$ cat src/rtl/alu_pkg.sv
// Shared ALU definitions: opcodes (also used by decode), default widths and the
// multiply FSM state encoding.
package alu_pkg;

    localparam int ALU_WIDTH   = 10;
    localparam int ALU_SHAMT_W = 4;

    localparam logic [2:0] ALU_ADD = 3'b000;
    localparam logic [2:0] ALU_SUB = 3'b001;
    localparam logic [2:0] ALU_AND = 3'b010;
    localparam logic [2:0] ALU_OR  = 3'b011;
    localparam logic [2:0] ALU_XOR = 3'b100;
    localparam logic [2:0] ALU_SLL = 3'b101;
    localparam logic [2:0] ALU_SRL = 3'b110;
    localparam logic [2:0] ALU_MUL = 3'b111;

    typedef enum logic {
        ST_IDLE     = 1'b0,
        ST_MUL_BUSY = 1'b1
    } mul_state_t;

endpackage

$ cat src/rtl/seq_mult10.sv
// Iterative shift-add multiplier: one partial product per clock, fixed WIDTH-cycle
// latency. 'product' is valid combinationally in the cycle 'done' is high.
module seq_mult10
    import alu_pkg::*;
#(
    parameter int WIDTH = ALU_WIDTH
) (
    input  logic             clk,
    input  logic             rst,
    input  logic             start,
    input  logic [WIDTH-1:0] a,
    input  logic [WIDTH-1:0] b,
    output logic             busy,
    output logic             done,
    output logic [WIDTH-1:0] product
);

    localparam int              CNT_W = $clog2(WIDTH);
    localparam logic [CNT_W-1:0] LAST = CNT_W'(WIDTH - 1);

    mul_state_t       state_reg, state_next;
    logic [WIDTH-1:0] mcand_reg, mplr_reg, acc_reg;
    logic [CNT_W-1:0] count_reg;
    logic [WIDTH-1:0] partial;
    logic [WIDTH-1:0] acc_sum;

    // Only the low WIDTH bits of the product are kept, so the multiplicand
    // may simply shift out of range.
    generate
        for (genvar gi = 0; gi < WIDTH; gi++) begin : g_partial
            assign partial[gi] = mcand_reg[gi] & mplr_reg[0];
        end
    endgenerate

    assign acc_sum = acc_reg + partial;
    assign product = acc_sum;

    always_ff @(posedge clk or posedge rst) begin
        if (rst) begin
            state_reg <= ST_IDLE;
        end else begin
            state_reg <= state_next;
        end
    end

    always_comb begin
        state_next = state_reg;
        case (state_reg)
            ST_IDLE:     if (start) state_next = ST_MUL_BUSY;
            ST_MUL_BUSY: if (count_reg == LAST) state_next = ST_IDLE;
            default:     state_next = ST_IDLE;
        endcase
    end

    always_comb begin
        busy = (state_reg == ST_MUL_BUSY);
        done = (state_reg == ST_MUL_BUSY) && (count_reg == LAST);
    end

    always_ff @(posedge clk or posedge rst) begin
        if (rst) begin
            mcand_reg <= '0;
            mplr_reg  <= '0;
            acc_reg   <= '0;
            count_reg <= '0;
        end else if (state_reg == ST_IDLE) begin
            if (start) begin
                mcand_reg <= a;
                mplr_reg  <= b;
                acc_reg   <= '0;
                count_reg <= '0;
            end
        end else begin
            acc_reg   <= acc_sum;
            mcand_reg <= mcand_reg << 1;
            mplr_reg  <= mplr_reg >> 1;
            count_reg <= count_reg + CNT_W'(1);
        end
    end

endmodule

$ cat src/rtl/ex_stage_alu.sv
// Execute stage: combinational ALU plus output registers. Define EX_STAGE_MUL_EN to
// get the multi-cycle MUL with upstream stall; otherwise MUL returns 0 in one cycle.
module ex_stage_alu
    import alu_pkg::*;
#(
    parameter int WIDTH   = ALU_WIDTH,
    parameter int SHAMT_W = ALU_SHAMT_W
) (
    input  logic             clk,
    input  logic             reset,
    input  logic [WIDTH-1:0] aluA_in,
    input  logic [WIDTH-1:0] aluB_in,
    input  logic [2:0]       alu_ctrl_in,
    input  logic             gp_reg_wb_in,
    input  logic [2:0]       gp_wb_address_in,
    output logic [WIDTH-1:0] result_out,
    output logic             zero_out,
    output logic             gp_reg_wb_out,
    output logic [2:0]       gp_wb_address_out,
    output logic             stall_out
);

    logic [WIDTH-1:0]   alu_res;
    logic [SHAMT_W-1:0] shamt;

    assign shamt = aluB_in[SHAMT_W-1:0];

    // Shifting a WIDTH-bit value by >= WIDTH already yields zero, which covers
    // the out-of-range shift amounts without an explicit compare.
    always_comb begin
        alu_res = '0;
        case (alu_ctrl_in)
            ALU_ADD: alu_res = aluA_in + aluB_in;
            ALU_SUB: alu_res = aluA_in - aluB_in;
            ALU_AND: alu_res = aluA_in & aluB_in;
            ALU_OR:  alu_res = aluA_in | aluB_in;
            ALU_XOR: alu_res = aluA_in ^ aluB_in;
            ALU_SLL: alu_res = aluA_in << shamt;
            ALU_SRL: alu_res = aluA_in >> shamt;
            default: alu_res = '0;
        endcase
    end

`ifdef EX_STAGE_MUL_EN
    logic             mul_start, mul_busy, mul_done;
    logic [WIDTH-1:0] mul_product;
    logic             pend_wb_reg;
    logic [2:0]       pend_addr_reg;

    assign mul_start = ~mul_busy && (alu_ctrl_in == ALU_MUL);
    assign stall_out = mul_busy;

    seq_mult10 #(.WIDTH(WIDTH)) u_mult (
        .clk     (clk),
        .rst     (reset),
        .start   (mul_start),
        .a       (aluA_in),
        .b       (aluB_in),
        .busy    (mul_busy),
        .done    (mul_done),
        .product (mul_product)
    );

    always_ff @(posedge clk or posedge reset) begin
        if (reset) begin
            result_out        <= '0;
            zero_out          <= 1'b0;
            gp_reg_wb_out     <= 1'b0;
            gp_wb_address_out <= '0;
            pend_wb_reg       <= 1'b0;
            pend_addr_reg     <= '0;
        end else if (mul_done) begin
            result_out        <= mul_product;
            zero_out          <= (mul_product == '0);
            gp_reg_wb_out     <= pend_wb_reg;
            gp_wb_address_out <= pend_addr_reg;
        end else if (mul_busy) begin
            gp_reg_wb_out <= 1'b0;
        end else if (mul_start) begin
            // Bubble downstream; result/zero keep the previous instruction's values.
            pend_wb_reg   <= gp_reg_wb_in;
            pend_addr_reg <= gp_wb_address_in;
            gp_reg_wb_out <= 1'b0;
        end else begin
            result_out        <= alu_res;
            zero_out          <= (alu_res == '0);
            gp_reg_wb_out     <= gp_reg_wb_in;
            gp_wb_address_out <= gp_wb_address_in;
        end
    end
`else
    assign stall_out = 1'b0;

    always_ff @(posedge clk or posedge reset) begin
        if (reset) begin
            result_out        <= '0;
            zero_out          <= 1'b0;
            gp_reg_wb_out     <= 1'b0;
            gp_wb_address_out <= '0;
        end else begin
            result_out        <= alu_res;
            zero_out          <= (alu_res == '0);
            gp_reg_wb_out     <= gp_reg_wb_in;
            gp_wb_address_out <= gp_wb_address_in;
        end
    end
`endif

endmodule

$ cat config.mk
export PLATFORM = sky130hd
export DESIGN_NAME = ex_stage_alu
export DESIGN_NICKNAME = d
export VERILOG_FILES = /design/src/rtl/alu_pkg.sv /design/src/rtl/seq_mult10.sv /design/src/rtl/ex_stage_alu.sv
export SDC_FILE = /design/constraint.sdc
export NUM_CORES = 1
export LEC_CHECK = 0
export ABC_AREA = 1
export CORE_AREA = 4 4 72 74
export DETAILED_ROUTE_END_ITERATION = 10
export DIE_AREA = 0 0 76 78
export PLACE_DENSITY = 0.85
export SYNTH_ARGS = -nofsm -noshare
export SYNTH_HDL_FRONTEND = slang
export SYNTH_HIERARCHICAL = 1
export SYNTH_SLANG_ARGS = --single-unit
$ cat constraint.sdc
create_clock -name clk -period 0.8 [get_ports clk]
set_clock_uncertainty 0.05 [all_clocks]
set_input_delay 0.24 -clock clk [delete_from_list [all_inputs] [get_ports clk]]
set_output_delay 0.24 -clock clk [all_outputs]
set_load 0.05 [all_outputs]
==> results.md, run 1 <==
Run status:
- The flow ran to the end, but the final reports show violations.
- The checks that failed: DRC, setup timing.

Cells and area:
- The area of the multi-input gates is 2290 um^2.
- The footprint of the flip-flops and latches is 393 um^2.
- The synthesis-to-finish area growth is 81.8%.
- Leaving out fill and tap cells, the most frequent cell in the layout is nand2_1.
- The repair_antennas step left the layout with diodes totalling 0.
- The net count of the finished layout is 598.
- The post-route netlist has 46.3% of its cells at a drive strength greater than 1.
- The share of the core filled with cells in the final layout is 95.4%.
- The filler cells instantiated in the layout total 110.
- In the layout the commonest cells are nand2_1, buf_4, nand3_1, inv_1, nor2_1.

Timing:
- For the final routed database, the setup TNS stands at -21.72 ns.
- The final-layout worst hold slack is 0.253 ns.
- After layout, the worst path uses 340% of the clock period.
- Timing would allow up to 0.368 GHz.
- In the post-route analysis, the smallest setup slack over all paths is -1.92 ns.
- Setup repair after global routing could not meet its margin everywhere.
- The routed design could run at a clock period as short as 2.72 ns.
- The worst pin sits at a relative slew slack of 63.4%.
- Setup violations remaining at the end of the flow were counted as 26.
- The final number of hold-violating endpoints is 0.
- For the pin with the worst max-slew slack, the measured transition is 0.544 ns.
- The final-report max-slew violation count is 0.

Clock tree:
- The number of H-tree branching levels is 1.
- The total clock buffers created by CTS is 3.
- The CTS clock-pin slew for the worst setup and hold paths is 0.07 ns.
- The clock drives 15 sinks.
- The CTS tree is built.
- The maximum buffer depth of the clock tree is 2.
- The cell at the root of the clock tree is clkbuf_8.

Placement:
- The final weighted congestion of routability-driven global placement is 0.971.
- The number of port buffers is 43.
- The wire-length estimate of the detail-placed layout is 7.40 mm.

Synthesis:
- Summing the areas of all and, or, nand and nor instances in the mapped netlist gives 45.5% of the synthesized area.
- The average size of a mapped cell is 5.84 um^2.
- When the netlist entered floorplanning its net count stood at 474.
- The sequential share of the synthesized area is 15.6%.
- The share of synthesized area spent on multiplexers is 0%.
- Of the total synthesized cell area, the portion taken by XOR and XNOR cells is 2.90%.
- After synthesis, the largest family of logic cells by area is simple AND/OR/NAND/NOR gates.
- The number of cells produced by synthesis is 413.
- The number of distinct library cell variants in the gate-level netlist after synthesis is 29.
- The register bit total from synthesis is 15.
- The adder-cell area share of the yosys netlist is 16.9%.
- The area fraction in compound gates after synthesis is 7.26%.
- During synthesis, Yosys emitted a total of 6 warnings.
- The cell area that synthesis handed to floorplanning was 2410 um^2.

Pwr:
- The switching power is 2.79 mW.
- The part of the total power dissipated in sequential elements is 16.8%.
- Power comes to 5.63 mW.
- The worst-case IR drop observed on VDD is 822 uV.
- The share of total power in combinational logic is 71.1%.
- The internal power contribution is 2.84 mW.
- The clock network is responsible for 12.0% of the overall power.
- The leakage component of the power is 2.31 nW.
- The power density over the cells is 1280 nW/um^2.
- The switching share of power is 49.6%.

Floorplan:
- The vertical extent of the die is 78 um.
- The die footprint is 5930 um^2.
- 45 I/O pins were placed.
- For this configuration, the core starts out at a cell density of 52.5%.
- The die is 76 um wide.
- The count of standard-cell rows is 25.
- The core area is 4600 um^2.

Route:
- The total via count in the routed design is 4455.
- The DRC violation total after the first TritonRoute iteration is 1199.
- The first detailed-routing pass took 11 iterations.
- After detailed routing, the number of vias per cell comes to 7.55.
- The number of DRC violations after detailed routing is 33.
- The final antenna-violating net count is 0.
- In the final routed layout, each cell accounts on average for 29.7 um.
- The final layout contains routed wiring with a total length of 17.5 mm.

Critical path:
- The category of the worst setup path capture point is a register.
- The element type at the critical path start is a primary input.
- For the worst setup path, the data required time is 0.95 ns.
- The logic depth of the worst setup path including buffers is 16.
- The maximum fanout along the worst path is 5.
- The worst setup path is of the primary input to register kind.
- The data arrival at the endpoint of the critical path is 2.87 ns.
- The standard cell with the maximum stage delay on the critical path is ha_4.
- Walking the worst path, the cells encountered are clkdlybuf4s15_1 -> buf_4 -> inv_1 -> xor2_1 -> inv_1 -> ha_4 -> nand2_4 -> nor2_4 -> nand2_2 -> a21oi_2 -> nor2_2 -> nor2_2 -> nand2_1 -> nor2_1 -> nand2_1 -> nor2_1.
- Together, buffers and inverters on the worst path number 4.
- For this run, the slowest stage of the critical path takes 0.36 ns.
- Among cell families on the critical path, the largest total delay comes from simple AND/OR/NAND/NOR gates.

Global routing:
- The global-route usage over all layers is 37.9%.
- Entering global routing, the biggest net connects 23 pins.
- The initial antenna violation count came to 0.
- Summed over all layers, the global routing overflow is 0.
- The number of global-route vias before repair was 3643.
- The first-pass GRT wire length is 18.2 mm.

Hold path:
- The path class of the tightest hold or removal check is primary input to async pin.

Flow run:
- Max-cap violations in this run came to 0.
synthesized netlist by cell type:
cell | instances | area, um^2
a21boi_0 | 2 | 15.0
a21oi_1 | 15 | 75.1
a31oi_1 | 1 | 6.26
and2_0 | 2 | 12.5
buf_1 | 1 | 3.75
buf_2 | 7 | 35.0
buf_4 | 1 | 7.51
clkinv_1 | 1 | 3.75
conb_1 | 1 | 3.75
dfrtp_1 | 15 | 375
fa_1 | 1 | 20.0
ha_1 | 31 | 388
inv_1 | 59 | 221
inv_2 | 3 | 11.3
nand2_1 | 116 | 435
nand2_2 | 1 | 6.26
nand3_1 | 78 | 390
nand3_2 | 1 | 10.0
nand3b_1 | 3 | 22.5
nand4_1 | 5 | 31.3
nor2_1 | 42 | 158
nor3_1 | 4 | 20.0
o2111ai_1 | 1 | 8.76
o211ai_1 | 3 | 22.5
o21a_1 | 1 | 7.51
o21ai_0 | 8 | 40.0
or2_2 | 2 | 12.5
xnor2_1 | 1 | 8.76
xor2_1 | 7 | 61.3
worst paths after layout:
path / from / end
max: aluB_in[5] / zero_out
min: reset / result_out[0]
max in group asynchronous: reset / gp_wb_address_out[0]
min in group clk: gp_wb_address_in[2] / gp_wb_address_out[2]
final cells by class:
cell class	instances	area share [%]
multi-input combinational	326	52.2
timing repair buffer	128	30.2
sequential	15	8.95
inverter	63	6.05
tap	54	1.54
clock buffer	3	0.941
clock inverter	1	0.114
registers in the layout, indices dropped and copies added (netlist names):
| register | count |
|---|---|
| gp_reg_wb_out | 1 |
| gp_wb_address_out | 3 |
| result_out | 10 |
| zero_out | 1 |
logic make-up (layout without fill, tap and decap cells):
group / Yosys count / in the layout
buffers and inverters: 72 / 195
xor gates and xnor gates: 8 / 8
AOI/OAI and AO/OA: 31 / 31
other: 1 / 1
and+or+nand+nor: 254 / 254
DFF: 15 / 15
adders and majority gates: 32 / 32
power groups by stage:
stage | registers (mW) | logic (mW) | clock network [mW]
after floorplan | 1.22 | 1.14 | 0
after global placement | 0.950 | 2.61 | 0
after detailed placement | 0.959 | 2.68 | 0
after CTS | 0.947 | 2.92 | 0.617
after global routing | 0.953 | 4.09 | 0.690
final | 0.947 | 4.01 | 0.677
repair_timing:
| item | CTS | global route |
|---|---|---|
| hold buffers | 0 | 0 |
| pin swaps | 44 | 55 |
| resized for setup | 87 | 111 |
| setup endpoints to repair | 26 | 26 |
| buffers inserted | 16 | 10 |
stage by stage:
| step | area [um^2] | setup WS [ns] | std cells |
|---|---|---|---|
| CTS | 3960 | -1.44 | 585 |
| global placement | 3680 | -2.12 | 565 |
| finish | 4390 | -1.92 | 590 |
| floorplan | 2610 | -1.42 | 413 |
| detailed placement | 3680 | -2.23 | 565 |
| global route | 4390 | -1.88 | 590 |
metal layers:
layer | vias to the layer above | track usage, % | share of wire (%)
met4 | 0 | 25.1 | 16
met3 | 338 | 6.73 | 18
met5 | - | 0 | 0
met1 | 1894 | 42.3 | 28
li1 | 1571 | - | -
met2 | 652 | 65.2 | 38
Note: power is estimated with default switching activity, not from simulation.
==> inputs of run 2 (changes only) <==
--- a/config.mk
+++ b/config.mk
@@ -9,7 +9,7 @@
 export CORE_AREA = 4 4 72 74
 export DETAILED_ROUTE_END_ITERATION = 10
 export DIE_AREA = 0 0 76 78
-export PLACE_DENSITY = 0.85
+export PLACE_DENSITY = 0.87
 export SYNTH_ARGS = -nofsm -noshare
 export SYNTH_HDL_FRONTEND = slang
 export SYNTH_HIERARCHICAL = 1
==> results.md, run 2 (same netlist as run 1, synthesis figures left out) <==
Pwr:
- The switching power is 2.55 mW (was 2.79 mW).
- The switching share of power is 47.9% (was 49.6%).
- The leakage component of the power is 2.30 nW (was 2.31 nW).
- The internal power contribution was 2.78 mW (was 2.84 mW).
- The peak ir drop on the vdd network is 1050 uV (was 822 uV).
- The clock network power share is 12.3% (was 12.0%).
- The power density over the cells is 1210 nW/um^2 (was 1280 nW/um^2).
- The part of the total power dissipated in sequential elements was 17.8% (was 16.8%).
- The share of total power in combinational logic came to 69.8% (was 71.1%).

Floorplan:
- The core area is 4600 um^2 (unchanged).
- The count of standard-cell rows is 25 (unchanged).
- The count of pins on the block boundary is 45 (unchanged).
- The starting density of the core is 52.5% (unchanged).
- The die width is 76 um (unchanged).
- The vertical extent of the die is 78 um (unchanged).
- The die footprint is 5930 um^2 (unchanged).

Placement:
- The standard cell area after detailed placement is 3650 um^2 (was 3680 um^2).
- The number of port buffers came to 43 (unchanged).
- The worst slack at placement is -2.21 ns (was -2.23 ns).
- The number of cells after detailed placement is 562 (was 565).
- The final weighted congestion of routability-driven global placement is 1.09 (was 0.971).
- The HPWL reported at the end of detailed placement is 6.74 mm (was 7.40 mm).

Global routing:
- The maximum number of pins on one net before global-route repair came to 23 (unchanged).
- The remaining global-route overflow is 0 (unchanged).
- The initial antenna violation count is 0 (unchanged).
- The first-pass GRT wire length is 16.2 mm (was 18.2 mm).
- The global-route usage over all layers is 33.0% (was 37.9%).
- The number of global-route vias before repair is 3502 (was 3643).

Timing:
- Unrepaired setup endpoints after global routing: yes (unchanged).
- The final number of hold-violating endpoints is 0 (unchanged).
- The post-layout minimum cycle time is 2.68 ns (was 2.72 ns).
- The maximum clock frequency is 0.374 GHz (was 0.368 GHz).
- The period utilization is 335% (was 340%).
- The final-report max-slew violation count is 0 (unchanged).
- The final number of setup-violating endpoints is 26 (unchanged).
- The smallest setup slack after layout is -1.88 ns (was -1.92 ns).

Cells and area:
- The number of non-filler instances in the completed layout came to 588 (was 590).
- Registers with the highest flip-flop counts: result_out x10, gp_wb_address_out x3 (unchanged).
- The post-route cell area was 4400 um^2 (was 4390 um^2).
- The final layout net count came to 596 (was 598).
- The fraction of final layout cells sized beyond drive strength 1 is 47.9% (was 46.3%).
- Commonest cells after routing, fill and taps aside: nand2_1, buf_4, nand3_1, inv_1, nand2_2 (was nand2_1, buf_4, nand3_1, inv_1, nor2_1).
- The leading cell type in the layout, fill and taps excluded is nand2_1 (unchanged).
- The flip-flop count of the largest register, all copies and words added was 10 (unchanged).
- The antenna diode count is 0 (unchanged).
- The synthesis-to-finish area growth was 82.1% (was 81.8%).
- The register with the highest flop count is result_out (unchanged).

Clock tree:
- The total clock buffers created by CTS is 3 (unchanged).
- The cell at the root of the clock tree is clkbuf_8 (unchanged).
- The number of H-tree branching levels is 1 (unchanged).
- The hold buffer count at cts is 0 (unchanged).
- The CTS clock-pin slew for the worst setup and hold paths was 0.07 ns (about the same).
- The maximum buffer depth of the clock tree came to 2 (unchanged).
- The CTS tree is built (unchanged).
- The number of clock sinks is 15 (unchanged).

Hold path:
- The worst min-delay path category is primary input to async pin (unchanged).

Route:
- The via density per instance came to 7.13 (was 7.55).
- The final antenna-violating net count was 0 (unchanged).
- The DRC violation total after the first TritonRoute iteration was 1071 (was 1199).
- The total via count in the routed design is 4192 (was 4455).
- The number of DRC violations after detailed routing is 28 (was 33).
- The wire length after detailed routing is 15.0 mm (was 17.5 mm).
- The count of TritonRoute iterations in the first routing pass is 11 (unchanged).
- The detail-routed net length per standard cell is 25.5 um (was 29.7 um).

Critical path:
- The category of the worst setup path capture point is a register (unchanged).
- The data arrival at the endpoint of the critical path is 2.80 ns (was 2.87 ns).
- The launch point of the worst path is aluB_in[3] (was aluB_in[5]).
- The termination of the worst setup path was zero_out (unchanged).
- The classification of the worst setup path is primary input to register (unchanged).
- The element type at the critical path start is a primary input (unchanged).
- The required time of the critical path is 0.93 ns (was 0.95 ns).
- The maximum fanout along the worst path is 5 (unchanged).

Run status:
- Run status: complete, but fails checks (unchanged).
- Violated checks: DRC, setup timing (unchanged).

Flow run:
- The number of violations of the max-capacitance limit is 0 (unchanged).
## run 2: changes by cell type in the layout (fill, tap and decap cells not counted), moves of 2 or more
cell | previous run | this run
nand2_2 | 23 | 27
buf_6 | 15 | 18
nor2_2 | 9 | 16
buf_4 | 71 | 65
nand2_1 | 87 | 81
buf_8 | 4 | 2
nor2_4 | 9 | 5
nand3_2 | 13 | 16
nand2_4 | 7 | 9
nor2_1 | 24 | 21
nand3_1 | 63 | 61
## run 2: worst max-delay path: stages
cell	delay (ns)
buf_2	0.14
nor2_4	0.17
nand2_4	0.08
buf_4	0.14
nand2_2	0.08
xor2_1	0.29
ha_4	0.29
nand2_1	0.09
nand2_1	0.11
a21oi_2	0.23
nand3_1	0.13
nand2_1	0.09
nor2_1	0.07
nor2_1	0.19
nand2_1	0.10
nor2_1	0.12
nand2_1	0.11
nor2_2	0.14
## run 2: layout make-up
type	count	area, um^2
clock buffer	4	45.0
fill	110	203
inverter	63	272
multi-input combinational	326	2310
sequential	15	393
tap	54	67.6
timing repair buffer	126	1310
## run 2: power by group through the flow
stage	logic (mW)	clock network (mW)	registers (mW)
6_report	3.72	0.658	0.949
5_1_grt	3.83	0.703	0.952
4_1_cts	2.75	0.615	0.944
3_5_place_dp	2.63	0	0.958
3_3_place_gp	2.54	0	0.946
2_1_floorplan	1.14	0	1.22
## run 2: worst min-delay path by stage
stage	from	end	slack [ns]	cells past startpoint
floorplan	reset	zero_out	0.09	1
global placement	reset	gp_wb_address_out[0]	0.52	3
detailed placement	reset	gp_wb_address_out[0]	0.54	3
CTS	reset	gp_wb_address_out[0]	0.28	3
global route	reset	gp_wb_address_out[0]	0.28	3
finish	reset	result_out[9]	0.26	3
## run 2: metal layers
metal	vias to the layer above	GRT usage [%]	share of wire [%]
li1	1567	-	-
met1	1770	37.4	30
met2	605	55.8	41
met3	250	5.92	15
met4	0	22.8	13
met5	-	0	0
## run 2: metrics by stage
step           utilization, %  TNS, ns  power [mW]  hold slack [ns]
6_report                 95.6   -20.06        5.33            0.256
2_1_floorplan               -   -11.62        2.36           0.0905
5_1_grt                  95.6   -20.71        5.48            0.284
3_5_place_dp             79.5   -21.14        3.58            0.542
3_3_place_gp             79.5   -20.17        3.48            0.517
4_1_cts                  83.6   -18.93        4.31            0.279
## run 2: repair_timing
action	in CTS	in global routing
buffers inserted	14	19
setup endpoints to repair	26	26
pin swaps	31	81
gates resized for setup	43	167
